File: src/rtl/msgpass_addr_gen_mc_pkg.sv
// -----------------------------------------------------------------------------
// msgPass_config_pkg
// Shared configuration for the message-passing address generator:
//   - default geometry constants (address width, depth, channel count,
//     number of increment sources, layer-length width)
//   - INC_SEL_WIDTH for the default number of increment sources
//   - the generator FSM state enum
// No ports (package).
// -----------------------------------------------------------------------------
package msgPass_config_pkg;

  localparam int DEF_ADDR_WIDTH  = 7;
  localparam int DEF_DEPTH       = 2 ** DEF_ADDR_WIDTH;
  localparam int DEF_CH_NUM      = 2;
  localparam int DEF_INC_SRC_NUM = 3;
  localparam int DEF_LEN_WIDTH   = 8;
  localparam int INC_SEL_WIDTH   = $clog2(DEF_INC_SRC_NUM);

  typedef enum logic [1:0] {
    IDLE = 2'd0,
    RUN  = 2'd1,
    DONE = 2'd2
  } state_t;

endpackage

File: src/rtl/msgpass_addr_wrap_add.sv
// -----------------------------------------------------------------------------
// msgpass_addr_wrap_add
// Combinational modular adder for one address channel:
//   sum = (addr + step) - DEPTH  when addr + step >= DEPTH
//   sum =  addr + step           otherwise
// The raw sum is formed one bit wider than the address so the carry is kept
// for the compare; DEPTH need not be a power of two.
// Ports:
//   addr  in  ADDR_WIDTH  current address (expected < DEPTH)
//   step  in  ADDR_WIDTH  increment (expected < DEPTH)
//   sum   out ADDR_WIDTH  wrapped next address
// -----------------------------------------------------------------------------
module msgpass_addr_wrap_add #(
  parameter int ADDR_WIDTH = 7,
  parameter int DEPTH      = 2 ** ADDR_WIDTH
) (
  input  logic [ADDR_WIDTH-1:0] addr,
  input  logic [ADDR_WIDTH-1:0] step,
  output logic [ADDR_WIDTH-1:0] sum
);

  localparam logic [ADDR_WIDTH:0] DEPTH_W = (ADDR_WIDTH + 1)'(DEPTH);

  logic [ADDR_WIDTH:0] raw;

  always_comb begin
    raw = {1'b0, addr} + {1'b0, step};
    sum = ADDR_WIDTH'((raw >= DEPTH_W) ? (raw - DEPTH_W) : raw);
  end

endmodule

File: src/rtl/msgpass_addr_gen_mc.sv
// -----------------------------------------------------------------------------
// msgpass_addr_gen_mc
// Multi-channel address generator for one message-passing layer. A start in
// IDLE loads per-channel base addresses and a layer length; the block then
// issues layer_len address sets, each channel advancing by the selected
// increment modulo DEPTH, and pulses layer_done once at the end.
//
// Handshake: an address set transfers on a rising edge where
// addr_valid && addr_ready. addr_valid is registered and stays high until the
// final transfer; while addr_ready is low, addr_out, addr_valid and the issue
// counter hold. inc_sel is sampled only on transfer edges.
//
// Optional build: define MSGPASS_ADDR_ERR_CHK_EN to enable the sticky err flag
// (set by a start outside IDLE, a zero-length start, or a transfer whose
// selected source is out of range or whose step is >= DEPTH). Without it err
// is tied low.
//
// Ports:
//   sys_clk     in   clock, rising edge
//   rst         in   asynchronous active-high reset
//   start       in   request a layer (honoured only in IDLE)
//   base_addr   in   CH_NUM x ADDR_WIDTH start addresses
//   layer_len   in   LEN_WIDTH address sets to issue
//   inc_val     in   INC_SRC_NUM x ADDR_WIDTH candidate steps
//   inc_sel     in   step source select (out of range -> step 0)
//   addr_ready  in   consumer accepts addr_out
//   addr_out    out  CH_NUM x ADDR_WIDTH current addresses
//   addr_valid  out  addr_out valid
//   busy        out  state is not IDLE
//   layer_done  out  one-cycle pulse in the DONE state
//   err         out  sticky error flag
//   state_dbg   out  current FSM state
// -----------------------------------------------------------------------------
module msgpass_addr_gen_mc
  import msgPass_config_pkg::*;
#(
  parameter int ADDR_WIDTH  = DEF_ADDR_WIDTH,
  parameter int DEPTH       = 2 ** ADDR_WIDTH,
  parameter int CH_NUM      = DEF_CH_NUM,
  parameter int INC_SRC_NUM = DEF_INC_SRC_NUM,
  parameter int LEN_WIDTH   = DEF_LEN_WIDTH,
  localparam int SEL_W      = (INC_SRC_NUM > 1) ? $clog2(INC_SRC_NUM) : 1
) (
  input  logic                                 sys_clk,
  input  logic                                 rst,
  input  logic                                 start,
  input  logic [CH_NUM-1:0][ADDR_WIDTH-1:0]    base_addr,
  input  logic [LEN_WIDTH-1:0]                 layer_len,
  input  logic [INC_SRC_NUM-1:0][ADDR_WIDTH-1:0] inc_val,
  input  logic [SEL_W-1:0]                     inc_sel,
  input  logic                                 addr_ready,
  output logic [CH_NUM-1:0][ADDR_WIDTH-1:0]    addr_out,
  output logic                                 addr_valid,
  output logic                                 busy,
  output logic                                 layer_done,
  output logic                                 err,
  output state_t                               state_dbg
);

  state_t                            state;
  logic [LEN_WIDTH-1:0]              cnt;
  logic [LEN_WIDTH-1:0]              len_q;
  logic [ADDR_WIDTH-1:0]             step;
  logic [CH_NUM-1:0][ADDR_WIDTH-1:0] next_addr;
  logic                              hs;
  logic                              last;

  assign hs        = addr_valid && addr_ready;
  assign last      = (cnt == (len_q - LEN_WIDTH'(1)));
  assign busy      = (state != IDLE);
  assign state_dbg = state;

  // Explicit compare-mux so an out-of-range select falls through to zero
  // instead of indexing past the array.
  always_comb begin
    step = '0;
    for (int i = 0; i < INC_SRC_NUM; i++) begin
      if (inc_sel == SEL_W'(i)) step = inc_val[i];
    end
  end

  for (genvar c = 0; c < CH_NUM; c++) begin : g_ch
    msgpass_addr_wrap_add #(
      .ADDR_WIDTH (ADDR_WIDTH),
      .DEPTH      (DEPTH)
    ) u_wrap_add (
      .addr (addr_out[c]),
      .step (step),
      .sum  (next_addr[c])
    );
  end

  always_ff @(posedge sys_clk or posedge rst) begin
    if (rst) begin
      state      <= IDLE;
      addr_out   <= '0;
      addr_valid <= 1'b0;
      layer_done <= 1'b0;
      cnt        <= '0;
      len_q      <= '0;
    end else begin
      layer_done <= 1'b0;
      case (state)
        IDLE: begin
          if (start) begin
            len_q <= layer_len;
            cnt   <= '0;
            if (layer_len != '0) begin
              state      <= RUN;
              addr_out   <= base_addr;
              addr_valid <= 1'b1;
            end else begin
              // Empty layer: nothing to issue, go straight to the done pulse.
              state      <= DONE;
              layer_done <= 1'b1;
            end
          end
        end
        RUN: begin
          if (hs) begin
            if (last) begin
              state      <= DONE;
              addr_valid <= 1'b0;
              layer_done <= 1'b1;
            end else begin
              addr_out <= next_addr;
              cnt      <= cnt + LEN_WIDTH'(1);
            end
          end
        end
        DONE: begin
          state <= IDLE;
        end
        default: begin
          state <= IDLE;
        end
      endcase
    end
  end

`ifdef MSGPASS_ADDR_ERR_CHK_EN
  logic bad_sel;
  logic big_step;
  logic err_q;

  assign bad_sel  = ({1'b0, inc_sel} >= (SEL_W + 1)'(INC_SRC_NUM));
  assign big_step = ({1'b0, step} >= (ADDR_WIDTH + 1)'(DEPTH));
  assign err      = err_q;

  always_ff @(posedge sys_clk or posedge rst) begin
    if (rst) begin
      err_q <= 1'b0;
    end else if ((start && (state != IDLE)) ||
                 (start && (state == IDLE) && (layer_len == '0)) ||
                 (hs && (bad_sel || big_step))) begin
      err_q <= 1'b1;
    end
  end
`else
  assign err = 1'b0;
`endif

endmodule

File: config.mk
export PLATFORM = sky130hd
export DESIGN_NAME = msgpass_addr_gen_mc
export DESIGN_NICKNAME = d
export VERILOG_FILES = /design/src/rtl/msgpass_addr_gen_mc_pkg.sv /design/src/rtl/msgpass_addr_wrap_add.sv /design/src/rtl/msgpass_addr_gen_mc.sv
export SDC_FILE = /design/constraint.sdc
export NUM_CORES = 1
export LEC_CHECK = 0
export CORE_ASPECT_RATIO = 1.25
export CORE_MARGIN = 10
export CORE_UTILIZATION = 30
export DETAILED_ROUTE_END_ITERATION = 8
export GPL_ROUTABILITY_DRIVEN = 0
export PLACE_DENSITY = 0.62
export SLEW_MARGIN = 20
export SYNTH_ARGS = -nofsm -noshare
export SYNTH_HDL_FRONTEND = slang
export SYNTH_SLANG_ARGS = --single-unit
export TNS_END_PERCENT = 1
File: constraint.sdc
create_clock -name sys_clk -period 5.8 [get_ports sys_clk]
set_input_delay 0.87 -clock sys_clk [delete_from_list [all_inputs] [get_ports sys_clk]]
set_output_delay 0.87 -clock sys_clk [all_outputs]
set_load 0.05 [all_outputs]
# == Word-level counts from Yosys, hierarchy flattened ==
# Cells that the tools add are included.
# totals
register_bits,34
inputBits,49
out_inout_bits,20
# classes
reduce_logical,11
eq_ne,9
muxes,29
addsub,6
n_lt_le_gt_ge,2
# op_table
operator,count
$mux 14,4
$mux 7,5
$pmux 14 s2,1
$mux 8,3
$add 7x7->8,2
$ge 8x8->1 const B,2
$pmux 8 s2,1
$sub 7x1->7 const B,2
$ne 2x2->1 const B,5
$reduce_and 5->1,2
$add 8x1->8 const B,1
$eq 8x8->1,1
$mux 1,8
$mux 2,4
$reduce_bool 8->1,1
$sub 8x1->8 const B,1
$eq 2x1->1 const B,2
$logic_not 2->1,2
$pmux 1 s2,2
$pmux 2 s2,1
$reduce_and 4->1,1
$reduce_bool 2->1,2
$reduce_and 3->1,1
$eq 2x2->1 const B,1
other kinds (2),2

# == Depth between registers and ports, before layout ==
# Gate-level depths: netlist of run 1.
# logic_depth
depth_word,10
ltp_mapped,14
depth_no_buf,12

# == Cells and area by module ==
# A second synthesis of run 1 with hierarchy kept.
# unflattened
hier_cells,276
hier_area_um2,2642.5
# modules_own_cells
module,area_per_inst_um2,n_inst,cells_per_inst
msgpass_addr_gen_mc,2102.0,1,210
msgpass_addr_wrap_add,270.3,2,33

# == Worst setup path before layout of run 1 ==
# No wires, ideal clock.
# synth_path
path_kind,input -> register
startpoint,input port inc_sel[0]
endpoint,register addr_out[13] in the netlist's numbering
setup_time_ns,0.121
path_stages,14
slack_ns,2.630
path_buffers,2
arrival_ns,3.049
t_required_ns,5.679
cell_sequence,clkbuf_1 > nor2b_1 > clkbuf_1 > nand2_1 > o21ai_0 > ha_1 > inv_1 > fa_1 > nor2b_1 > o31a_1 > o22ai_1 > xnor2_1 > a31oi_1 > o22a_1
# synth_via
elab_chain_cells,10
# synth_lines
item,line_no,source
"start, declared",msgpass_addr_gen_mc.sv:50,"input logic [SEL_W-1:0] inc_sel,"
$logic_not 2->1,msgpass_addr_gen_mc.sv:78,if (inc_sel == SEL_W'(i)) step = inc_val[i];
$mux 7 (2 in a row),msgpass_addr_gen_mc.sv:78,
$mux 7 *,msgpass_addr_gen_mc.sv:78,
$add 7x7->8 *,msgpass_addr_wrap_add.sv:27,"raw = {1'b0, addr} + {1'b0, step};"
$sub 7x1->7 or $ge 8x8->1 (tied branches),msgpass_addr_wrap_add.sv:28,sum = ADDR_WIDTH'((raw >= DEPTH_W) ? (raw - DEPTH_W) : raw);
$mux 7 *,msgpass_addr_wrap_add.sv:28,
$mux 14 *,msgpass_addr_gen_mc.sv:121,if (last) begin
$mux 14 *,msgpass_addr_gen_mc.sv:120,if (hs) begin
$pmux 14 s2 *,msgpass_addr_gen_mc.sv:103,case (state)
"end signal, assigned",msgpass_addr_gen_mc.sv:110,addr_out <= base_addr;
"end signal, assigned",msgpass_addr_gen_mc.sv:126,addr_out <= next_addr;
"end, declared",msgpass_addr_gen_mc.sv:52,"output logic [CH_NUM-1:0][ADDR_WIDTH-1:0] addr_out,"
# Every way passes the cells marked *; elsewhere a longest branch is shown, timed or not. The select of a mux whose other input is x is not followed.
# A chain may end at the register's enable or synchronous reset.

# == Worst setup path after layout of run 1 ==
# layout_path
startpoint,input port inc_sel[0]
endpoint,register addr_out[6] in the netlist's numbering
# Same word-level chain as after synthesis.

==> metrics.yaml, run 1 <==
grt:
  antenna_found_initial: 0
  grtUsageTotal_pct: 12.1
  grt_pass1_wl_um: 12100
  grt_pass1_vias: 2494
  grt_max_degree: 35
  globalRouteOverflowTotal: 0
critical_path:
  path_max_fanout: 8
  worst-path-buf-inv: 2
  slowest_stage: "clkdlybuf4s50_1"
  cp_slowest_stage_delay_ns: 0.61
  cp.arrival_ns: 3.79
  startpoint_type: "input port"
  cp.required_ns: 5.98
  cp_common_cell: "nor2b_1"
  crit_type: "input port to flip-flop"
  crit_chain: "clkdlybuf4s50_1 -> nor2b_1 -> nand2_1 -> o21ai_0 -> ha_1 -> inv_1 -> fa_1 -> nor2b_1 -> o31a_1 -> o22ai_1 -> mux2i_1 -> nor3_1 -> o22a_1"
  cpLargestDelayFamily: "simple AND/OR/NAND/NOR gates"
  r2r_slack_ns: 2.99
  critPathCaptureType: "flip-flop"
sta:
  setup_ws_ns: 2.19
  tightest_slew_ns: 0.740
  finalHoldViolCount: 0
  fin_crit_ns: 3.61
  final_max_slew_viol_count: 0
  final.setup.tns_ns: 0
  max_freq_mhz: 277
  rsz0062_at_grt: "no"
  max-slew-margin-rel_pct: 50.7
  fin_skew_ns: 0.00592
  period_share_pct: 62.2
  setup_viol: 0
clock_network:
  clock_path_buffers: 2
  cts.sinks: 34
  cts_resized: 0
  clk_latency_ns: 0.29
  htree_levels: 2
  holdBufCountCts: 0
  cts.reportedPaths.clkPinSlew_ns: 0.07
  cts-root-buf: "clkbuf_8"
  post_cts_buffers: 0
  cts_tree: "yes"
  numCtsBuffers: 5
detailed_routing:
  drt-initial-drc-count: 62
  via_count: 2300
  route.detailed.drc: 0
  met2_length_um: 3620
  first_pass_iters: 4
  wire_per_inst_um: 16.2
  ant_nets: 0
  wl_um: 7220
  highest_layer: "met4"
  m1WireLength_um: 2890
  via_per_inst: 5.17
  dr_wl_met3_um: 638
die:
  io_pins: 69
  dieArea_sq_mm: 0.0124
  initial_core_util_pct: 30.5
  die_w_um: 102
  placementRows: 37
  core-area_sq_mm: 0.00819
  die_h_um: 122
logic_synthesis:
  synth_area_per_cell_sq_um: 8.78
  synth_edf_count: 0
  synthesis.nets: 350
  yosysTopAreaCell: "dfrtp_1"
  synth_cells: 285
  synthArstFlopShare_pct: 100
  ys_seq_area_share_pct: 34.0
  synth_commonest_cells: "nand2_1, dfrtp_1, o21ai_0, a21oi_1, ha_1"
  syn_area_sq_mm: 0.00250
  synth_flop_cell: "dfrtp_1"
  ys_top_cells_by_area: "dfrtp_1, ha_1, nand2_1"
  synth.most_common_cell: "nand2_1"
  ys_warn_count: 0
  ys_seq_elements: 34
  synth_top_area_share_pct: 34.0
  ys_types: 49
finish:
  fin_nets: 413
  drive_gt1_share_pct: 6.03
  area_delta_synth_final_pct: 32.2
  n_fill_cell: 855
  n_antenna_cell: 0
placement:
  pre_cts_slack_ns: 1.90
  numPortBuffers: 67
  dp_hpwl_um: 5740
pwr:
  power.density_mw_per_mm2: 508
  peakVddDrop_mv: 0.376
  total_leakage_power_nw: 1.41
flow_run:
  drv_cap: 0
min_path:
  hold_path.class: "flip-flop to flip-flop"
run_status:
  status: "completed"
[placed cells by master, fill, tap and decap left out, drive strengths merged, types with 10 or more instances in the layout]
cell | synthesis | final
mux2i | 13 | 13
nand2 | 42 | 42
dfrtp | 34 | 34
a21oi | 15 | 15
ha | 14 | 14
xnor2 | 10 | 10
o21ai | 30 | 30
clkdlybuf4s50 | 0 | 67
nor2 | 12 | 12
inv | 11 | 11
[worst reg2reg max path: cells and delay by family, from the launching register on]
family	cells	cell delay, ns
flops	1	0.45
compound gates	2	0.53
simple gates	4	1.72
[power by group]
| part | leakage (nW) | internal (mW) | switching (mW) | total, mW |
|---|---|---|---|---|
| registers | 0.415 | 0.340 | 0.120 | 0.460 |
| clock network | 0.0383 | 0.0827 | 0.0850 | 0.168 |
| logic | 0.955 | 0.446 | 0.605 | 1.05 |
[cell families (layout without fill, tap and decap cells)]
logic type / count (synthesis) / after routing / synth area share (%)
DFF: 34 / 34 / 34.0
AOI/OAI and AO/OA: 73 / 73 / 17.9
xor gates and xnor gates: 18 / 18 / 6.85
other: 1 / 1 / 0.150
adders and majority gates: 16 / 16 / 8.60
and+or+nand+nor: 99 / 99 / 19.3
muxes: 20 / 20 / 8.35
buffers and inverters: 24 / 87 / 4.80
[path summary, 6_finish.rpt]
path,start,to,cells past startpoint
min in group asynchronous,rst,addr_out[2]$_DFFE_PP0P_,3
min reg2reg,len_q[7]$_DFFE_PP0P_,len_q[7]$_DFFE_PP0P_,2
max,inc_sel[0],addr_out[6]$_DFFE_PP0P_,13
max in group asynchronous,rst,state_dbg[1]$_DFFE_PP0P_,3
max reg2reg,len_q[2]$_DFFE_PP0P_,addr_out[6]$_DFFE_PP0P_,6
min,len_q[7]$_DFFE_PP0P_,len_q[7]$_DFFE_PP0P_,2
[per-stage QoR]
stage / cell area [sq um] / cells / power (mW) / utilization [%] / hold slack [ns]
4_1_cts: 3310 / 445 / 1.70 / 40.3 / 0.513
2_1_floorplan: 2500 / 285 / 1.22 / - / 0.467
5_1_grt: 3310 / 445 / 1.82 / 40.3 / 0.544
3_5_place_dp: 3230 / 438 / 1.52 / 39.4 / 0.497
3_3_place_gp: 3230 / 438 / 1.50 / 39.4 / 0.486
6_report: 3310 / 445 / 1.68 / 40.3 / 0.504
[state kept, by name (all words and copies together) (netlist names)]
name and flops:
state_dbg 2, len_q 8, addr_out 14, layer_done 1, cnt 8, addr_valid 1
[cell type report]
class	count	area, sq um	share of cell area (%)
Multi-Input combinational cell	227	1530	46.3
Sequential cell	34	851	25.7
Inverter	11	41.3	1.25
Tap cell	97	121	3.67
Clock buffer	7	76.3	2.31
Timing Repair Buffer	69	686	20.7
[metal layers]
layer | up-vias | track usage [%]
met5 | - | 0
li1 | 1136 | -
met1 | 1074 | 12.8
met4 | 0 | 2.87
met2 | 80 | 21.7
met3 | 10 | 4.81
No activity file was read; power rests on OpenSTA's default activity.
==> run 2, diff against run 1 <==
PLACE_DENSITY = 0.64   (was 0.62)
clock period = 3 ns   (was 5.8 ns; I/O delays follow)
==> run 2 against run 1 <==
Net effect: via count up 5.6%; die area unchanged; flip-flop and latch count did not move; worst hold slack better by 0.0027 ns; sequential power up 91%; critical path type unchanged.
==> metrics.yaml, run 2 (synthesis results as in run 1) <==
run_status:
  status: "completed"
critical_path:
  path_max_fanout: 3
  startpoint_type: "input port"
  crit_type: "input port to flip-flop"
  critPathCaptureType: "flip-flop"
  cp.arrival_ns: 3.01
  cp.required_ns: 3.18
finish:
  largest_registers: "addr_out (14), cnt (8), len_q (8)"
  final_cell_mix: "clkdlybuf4s50_1, nand2_1, dfrtp_1"
  largest_reg_flops: 14
  fin_cells: 470
  ff_latch_area_sq_um: 851
  area_delta_synth_final_pct: 40.2
  top_register: "addr_out"
  n_antenna_cell: 0
  postLayoutCoreUtil_pct: 42.8
  layout_commonest_cell: "clkdlybuf4s50_1"
  multi_input_area_sq_mm: 0.00153
  n_fill_cell: 803
  drive_gt1_share_pct: 12.9
  fin_nets: 437
sta:
  max-slew-margin-rel_pct: 48.7
  finalHoldViolCount: 0
  rsz0062_at_grt: "no"
  setup_ws_ns: 0.172
  fin_skew_ns: 0.0116
  period_share_pct: 94.3
  final_max_slew_viol_count: 0
  fin_crit_ns: 2.83
  tightest_slew_ns: 0.769
  max_freq_mhz: 354
  final.setup.tns_ns: 0
  setup_viol: 0
die:
  io_pins: 69
  die_w_um: 102
  initial_core_util_pct: 30.5
  dieArea_sq_mm: 0.0124
  die_h_um: 122
  placementRows: 37
  core-area_sq_mm: 0.00819
placement:
  pre_cts_slack_ns: -0.250
  placed_cells: 462
  dp_hpwl_um: 5790
  numPortBuffers: 67
clock_network:
  htree_levels: 2
  numCtsBuffers: 5
  cts_tree: "yes"
  cts.reportedPaths.clkPinSlew_ns: 0.08
  clock_path_buffers: 2
  cts.sinks: 34
  holdBufCountCts: 0
  cts-root-buf: "clkbuf_8"
  clk_latency_ns: 0.29
pwr:
  switching_share_pct: 46.8
  peakVddDrop_mv: 0.564
  pwr-share-clk_pct: 10.8
  power_mw: 3.39
  switchingPower_mw: 1.59
  total_leakage_power_nw: 1.55
  intPower_mw: 1.80
  power.density_mw_per_mm2: 967
  p_seq_share_pct: 25.9
  p_comb_share_pct: 63.3
grt:
  grt_pass1_wl_um: 12300
  antenna_found_initial: 0
  grtUsageTotal_pct: 12.1
  globalRouteOverflowTotal: 0
  grt_max_degree: 35
  grt_pass1_vias: 2567
detailed_routing:
  wl_um: 7300
  first_pass_iters: 4
  ant_nets: 0
  route.detailed.drc: 0
  drt-initial-drc-count: 99
  via_per_inst: 5.17
  via_count: 2428
  wire_per_inst_um: 15.5
min_path:
  hold_path.class: "flip-flop to flip-flop"
flow_run:
  drv_cap: 0
-- run 2: changes by cell type in the layout (fill, tap and decap cells not counted) --
| cell | delta |
|---|---|
| nor2b_1 | -1 |
| nor2b_2 | +1 |
| clkinv_2 | +1 |
| clkbuf_1 | -1 |
| clkbuf_8 | +1 |
| buf_4 | +24 |
| dlymetal6s2s_1 | +1 |
| clkdlybuf4s50_1 | -1 |
-- run 2: area by class of cell --
cell class              instances  area share (%)
multi-input cells             227            43.7
well taps                      97            3.46
repair buffers                 93            24.8
flip-flops and latches         34            24.3
clock inverters                 1           0.143
inverters                      11            1.18
clock buffers                   7            2.46
-- run 2: power by group through the flow --
stage | clock network, mW | registers (mW) | logic [mW]
2_1_floorplan | 0 | 1.19 | 1.16
3_3_place_gp | 0 | 0.880 | 2.12
3_5_place_dp | 0 | 0.885 | 2.16
4_1_cts | 0.373 | 0.881 | 2.16
5_1_grt | 0.390 | 0.913 | 2.37
6_report | 0.364 | 0.879 | 2.15
-- run 2: worst paths after layout --
kind / from / endpoint / slack, ns / depth (start not counted)
min reg2reg: len_q[7]$_DFFE_PP0P_ / len_q[7]$_DFFE_PP0P_ / 0.51 / 2
max in group asynchronous: rst / cnt[4]$_DFFE_PP0P_ / 2.11 / 3
min in group asynchronous: rst / addr_out[11]$_DFFE_PP0P_ / 0.57 / 3
min: len_q[7]$_DFFE_PP0P_ / len_q[7]$_DFFE_PP0P_ / 0.51 / 2
max: inc_sel[1] / addr_out[13]$_DFFE_PP0P_ / 0.17 / 14
max reg2reg: len_q[2]$_DFFE_PP0P_ / addr_out[12]$_DFFE_PP0P_ / 0.30 / 6
-- run 2: worst max-delay path: stages --
cell and delay (ns):
clkdlybuf4s50_1 0.47, nor2b_2 0.17, nand2_1 0.06, o21ai_0 0.09
buf_4 0.15, ha_1 0.17, inv_1 0.06, fa_1 0.39
nor2b_1 0.17, o31a_1 0.16, o22ai_1 0.17, xnor2_1 0.21
a31oi_1 0.10, o22a_1 0.18
-- run 2: per-layer routing --
layer,vias up,share of wire [%],global-route usage (%)
li1,1190,-,-
met1,1153,42,13.1
met2,77,50,21.9
met3,8,6.9,3.85
met4,0,1.3,3.41
met5,-,0,0
-- run 2: timing repair --
action                                  CTS  global route
setup buffers                             0             0
endpoints found under the setup margin    0             4
gates resized for setup                   0             2
-- run 2: stage by stage --
| stage | cell area (sq um) | hold slack [ns] |
|---|---|---|
| final | 3510 | 0.507 |
| after global routing | 3510 | 0.539 |
| after CTS | 3500 | 0.509 |
| after detailed placement | 3410 | 0.494 |
| after global placement | 3410 | 0.484 |
| after floorplan | 2500 | 0.467 |
==> run 3, diff against run 2 <==
ABC_AREA = 0   (was not set)
==> results of run 3 <==
Final layout, timing and power as in run 2 (identical DEF).
==> edit 1 (config.mk and constraints of run 2) <==
Add a define of `MSGPASS_ADDR_ERR_CHK_EN`.
--- a/src/rtl/msgpass_addr_gen_mc.sv
+++ b/src/rtl/msgpass_addr_gen_mc.sv
@@ -31,6 +31,8 @@
 //   err         out  sticky error flag
 //   state_dbg   out  current FSM state
 // -----------------------------------------------------------------------------
+`define MSGPASS_ADDR_ERR_CHK_EN
+
 module msgpass_addr_gen_mc
   import msgPass_config_pkg::*;
 #(
Behaviour: not the same (Yosys sat finds a counterexample within 4 cycles, from zero or initial values and one cycle with rst high).
==> edit 1 against run 2 <==
Setup slack improved by 110 ps; synthesized area fell by 0.80%; sequential cell count rose by 1; final area fell by 0.46%; worst hold slack got worse by 21 ps; total power fell by 34%; synthesized cell count rose by 3.2%; routed wire length fell by 0.82%; critical path type unchanged.
==> edit 1: results <==
[grt]
grt_first_pass_wirelength_mm = 12.32
track_usage_pct = 12.08
grt_pass1_vias = 2552
antenna_found_initial = 0
grt_max_degree = 36

[synthesis]
ys_top_cells_by_count = 48 x nand2_1, 35 x dfrtp_1, 25 x o21ai_0
ys_async_sr_fraction_pct = 100.0
syn-num-nets = 359
synth_seq_area_share_pct = 35.30
yosys_warnings = 0
yosysUniqueCellTypes = 48
syn-instance-count = 294
synth.area.top_cells = dfrtp_1 35%, nand2_1 7.3%, ha_1 7.1%

[clock_network]
cts_buffer_depth = 2
clkTransAtPathRegs_ps = 70

[worst_setup_path]
reg2regPathDepth = 8
critPathMaxFanout = 6
cpPeakStageDelay_ps = 410
critical_path.top_delay_family = compound AO/OA/AOI/OAI gates
cp_data_arrival_time_ps = 2890

[drt]
viasPerCell = 5.000
num_vias = 2390
first_pass_iters = 4
drt_iter0_markers = 71
wl_met1_mm = 2.895
route.met2.wl_mm = 3.817
wl_met3_um = 461
routedWlPerCell_um = 15.15
top_layer_used = met4

[hold_path]
hold_class = reg2reg
worstHoldPathCells = 1

[timing]
worst_slew_pin_slew_ps = 536.5
finalClockSkew_ps = 9.224
slew_violations = 0

[place]
placed_cells = 472
dp_hpwl_mm = 5.876
port_buffers = 68
place_ws_ps = -179.6

[pwr]
p_leak_nw = 1.528
peakVddDrop_mv = 0.4069

[cells_and_area]
antenna_cells = 0
top_regs = addr_out x14, cnt x8, len_q x8
drive_gt1_share_pct = 9.186
final_nets = 447

[outcome]
status = completed
==> edit 1: path summary, 6_finish.rpt <==
check	start	to	slack [ps]
setup / recovery	inc_sel[0]	addr_out[13]	280
hold / removal	err	err	490
setup reg to reg	len_q[0]	layer_done	400
hold reg to reg	err	err	490
max in group asynchronous	rst	err	2090
min in group asynchronous	rst	cnt[6]	580
==> edit 1: area by class of cell <==
| class | instances | area [µm²] |
|---|---|---|
| fill | 836 | 4658 |
| tap | 97 | 121.4 |
| inverter | 13 | 48.80 |
| multi-input combinational | 235 | 1508 |
| sequential | 35 | 875.8 |
| timing repair buffer | 92 | 863.3 |
| clock buffer | 6 | 72.57 |
==> edit 1: logic make-up (layout without fill, tap and decap cells) <==
family,after synthesis,in the layout,synth area share [%]
AND/OR/NAND/NOR,110,110,21.18
multiplexers,10,10,4.085
adder cells (fa/ha/maj),16,16,8.674
buffers and inverters,24,111,4.135
XOR/XNOR,15,15,5.295
AO/OA/AOI/OAI,84,84,21.33
flip-flops,35,35,35.30
==> edit 1: power by group <==
| part | internal [mW] | total (mW) | switching [mW] |
|---|---|---|---|
| Clock | 0.155 | 0.322 | 0.167 |
| Sequential | 0.571 | 0.677 | 0.106 |
| Combinational | 0.558 | 1.24 | 0.678 |
| Total | 1.28 | 2.23 | 0.951 |
==> edit 1: per-stage QoR <==
step / TNS, ps / hold WS (ps)
4_1_cts: 0 / 478.3
5_1_grt: 0 / 511.8
6_report: 0 / 485.6
2_1_floorplan: 0 / 465.2
3_3_place_gp: -273.2 / 458.5
3_5_place_dp: -580.8 / 463.6
==> edit 1: repair_timing <==
item	in CTS	in global routing
hold buffers	0	0
gates resized for setup	0	3
setup endpoints to repair	0	4
==> edit 1: metal layers <==
metal  GRT usage, %  vias to the layer above
li1               -                     1213
met1          13.10                     1112
met2          21.94                       59
met3          3.907                        6
met4          2.967                        0
met5              0                        -
==> edit 2 (settings of run 2) <==
Without the edit above. Put one more register stage on the output `state_dbg`, without a reset. The value now appears one clock later. The other outputs are not delayed to match.
--- a/src/rtl/msgpass_addr_gen_mc.sv
+++ b/src/rtl/msgpass_addr_gen_mc.sv
@@ -68,7 +68,9 @@
   assign hs        = addr_valid && addr_ready;
   assign last      = (cnt == (len_q - LEN_WIDTH'(1)));
   assign busy      = (state != IDLE);
-  assign state_dbg = state;
+  always_ff @(posedge sys_clk) begin
+    state_dbg <= state;
+  end
 
   // Explicit compare-mux so an out-of-range select falls through to zero
   // instead of indexing past the array.
Check against the original RTL: not equivalent (Yosys sat finds a counterexample within 4 cycles, from zero or initial values and one cycle with rst high).
==> edit 2 against run 2 <==
Total power increased by 13%; die area increased by 5.3%; routed wire length increased by 3.9%; sequential cell count increased by 2; setup slack got worse by 44 ps; sequential share of layout area decreased by 0.10 points; final area increased by 5.1%; final cell count increased by 6.6%; synthesized area increased by 6.5%; critical path depth decreased by 1; synthesized cell count increased by 4.2%; first-iteration DRC count decreased by 37%; largest cell class unchanged; highest routed layer unchanged.
==> edit 2: results <==
[clock_network]
cts_hold_buf = 0
cts.repair.resized = 0
worstSkewPairLatency_ps = 290
cts_buffer_depth = 2
numCtsBuffers = 5

[worst_setup_path]
r2r_end = addr_out[5]
cp_data_arrival_time_ps = 3050
cp-startpoint = inc_sel[1]
critPathMaxFanout = 3
r2r_slack_ps = 170
reg2regPathDepth = 8
critical_path.top_delay_family = compound AO/OA/AOI/OAI gates
cpPeakStageDelay_ps = 500
rr_startpoint = len_q[0]

[place]
placed_cells = 493
dp_hpwl_mm = 6.266

[drt]
num_vias = 2486
drt_iter0_markers = 62
routedWlPerCell_um = 15.14
wirelength_mm = 7.585

[cells_and_area]
final_nets = 445
final_common_cell = clkdlybuf4s50_1
drive_gt1_share_pct = 13.12

[pwr]
p_leak_nw = 1.581
p_switching_mw = 1.774
peakVddDrop_mv = 0.4706

[hold_path]
hold_start = state[1]

[grt]
grt_pass1_vias = 2633
antenna_found_initial = 0
grt_max_degree = 35
track_usage_pct = 11.44
grt_first_pass_wirelength_mm = 12.47

[outcome]
status = completed

[synthesis]
yosysUniqueCellTypes = 59
ys_top_cells_by_count = 43 x nand2_1, 34 x dfrtp_1, 23 x o21ai_0
synth.area.top_cells = dfrtp_1 32%, ha_1 6.6%, nand2_1 6.1%
synth_area_per_cell_um2 = 8.969
syn-num-nets = 362
synth_seq_area_share_pct = 33.44
ys_async_sr_fraction_pct = 94.44

[timing]
finalClockSkew_ps = 9.235
slew_headroom_pct = 62.23
==> edit 2: layer usage <==
| layer | global-route usage [%] | wire length, µm | up-vias |
|---|---|---|---|
| li1 | - | - | 1234 |
| met1 | 11.69 | 3073 | 1179 |
| met2 | 21.09 | 3908 | 66 |
| met3 | 4.573 | 528 | 7 |
| met4 | 2.871 | 75 | 0 |
| met5 | 0 | 0 | - |
==> edit 2: kinds of logic (layout without fill, tap and decap cells) <==
family                   Yosys count  in the layout  share of synthesized area [%]
AO/OA/AOI/OAI                     71             71                          17.80
XOR/XNOR                          13             13                          4.274
adder cells (fa/ha/maj)           16             16                          8.079
buffers and inverters             28            112                          4.744
flip-flops                        36             36                          33.44
multiplexers                      21             21                          8.830
other                              1              1                         0.1408
AND/OR/NAND/NOR                  111            111                          22.69
==> edit 2: worst reg2reg max path: cells and delay by family (launching register included) <==
kind | cells | cell delay [ps]
multiplexers | 1 | 390
buffers and inverters | 1 | 100
flip-flops | 1 | 420
AO/OA/AOI/OAI | 4 | 1180
adder cells (fa/ha/maj) | 1 | 220
AND/OR/NAND/NOR | 1 | 410
==> edit 2: power groups by stage <==
stage	Combinational (mW)	Sequential [mW]	Clock, mW
after floorplan	1.39	1.27	0
after global placement	2.38	0.977	0
after detailed placement	2.43	0.981	0
after CTS	2.44	0.976	0.446
after global routing	2.64	1.02	0.462
final	2.41	0.975	0.433
==> edit 2: how the worst min path moves through the flow <==
stage | endpoint | depth (start not counted)
2_1_floorplan | state_dbg[0] | 0
3_3_place_gp | len_q[7] | 2
3_5_place_dp | state_dbg[1] | 0
4_1_cts | state_dbg[1] | 0
5_1_grt | state_dbg[1] | 0
6_report | state_dbg[1] | 0
==> edit 2: final cells by class <==
class	count	area, µm²
fillers	885	4967
flip-flops and latches	36	890.9
multi-input cells	233	1649
inverters	17	63.81
repair buffers	87	820.8
clock buffers	5	68.82
clock inverters	3	42.54
well taps	120	150.1
==> edit 2: per-stage QoR <==
step | setup slack, ps | hold slack [ps] | area (µm²)
floorplan | 160.2 | 355.3 | 2664
global placement | -116.2 | 482.6 | 3572
detailed placement | -252.3 | 484.1 | 3572
CTS | 56.70 | 502.0 | 3684
global route | 3.320 | 531.3 | 3686
finish | 127.8 | 498.4 | 3686
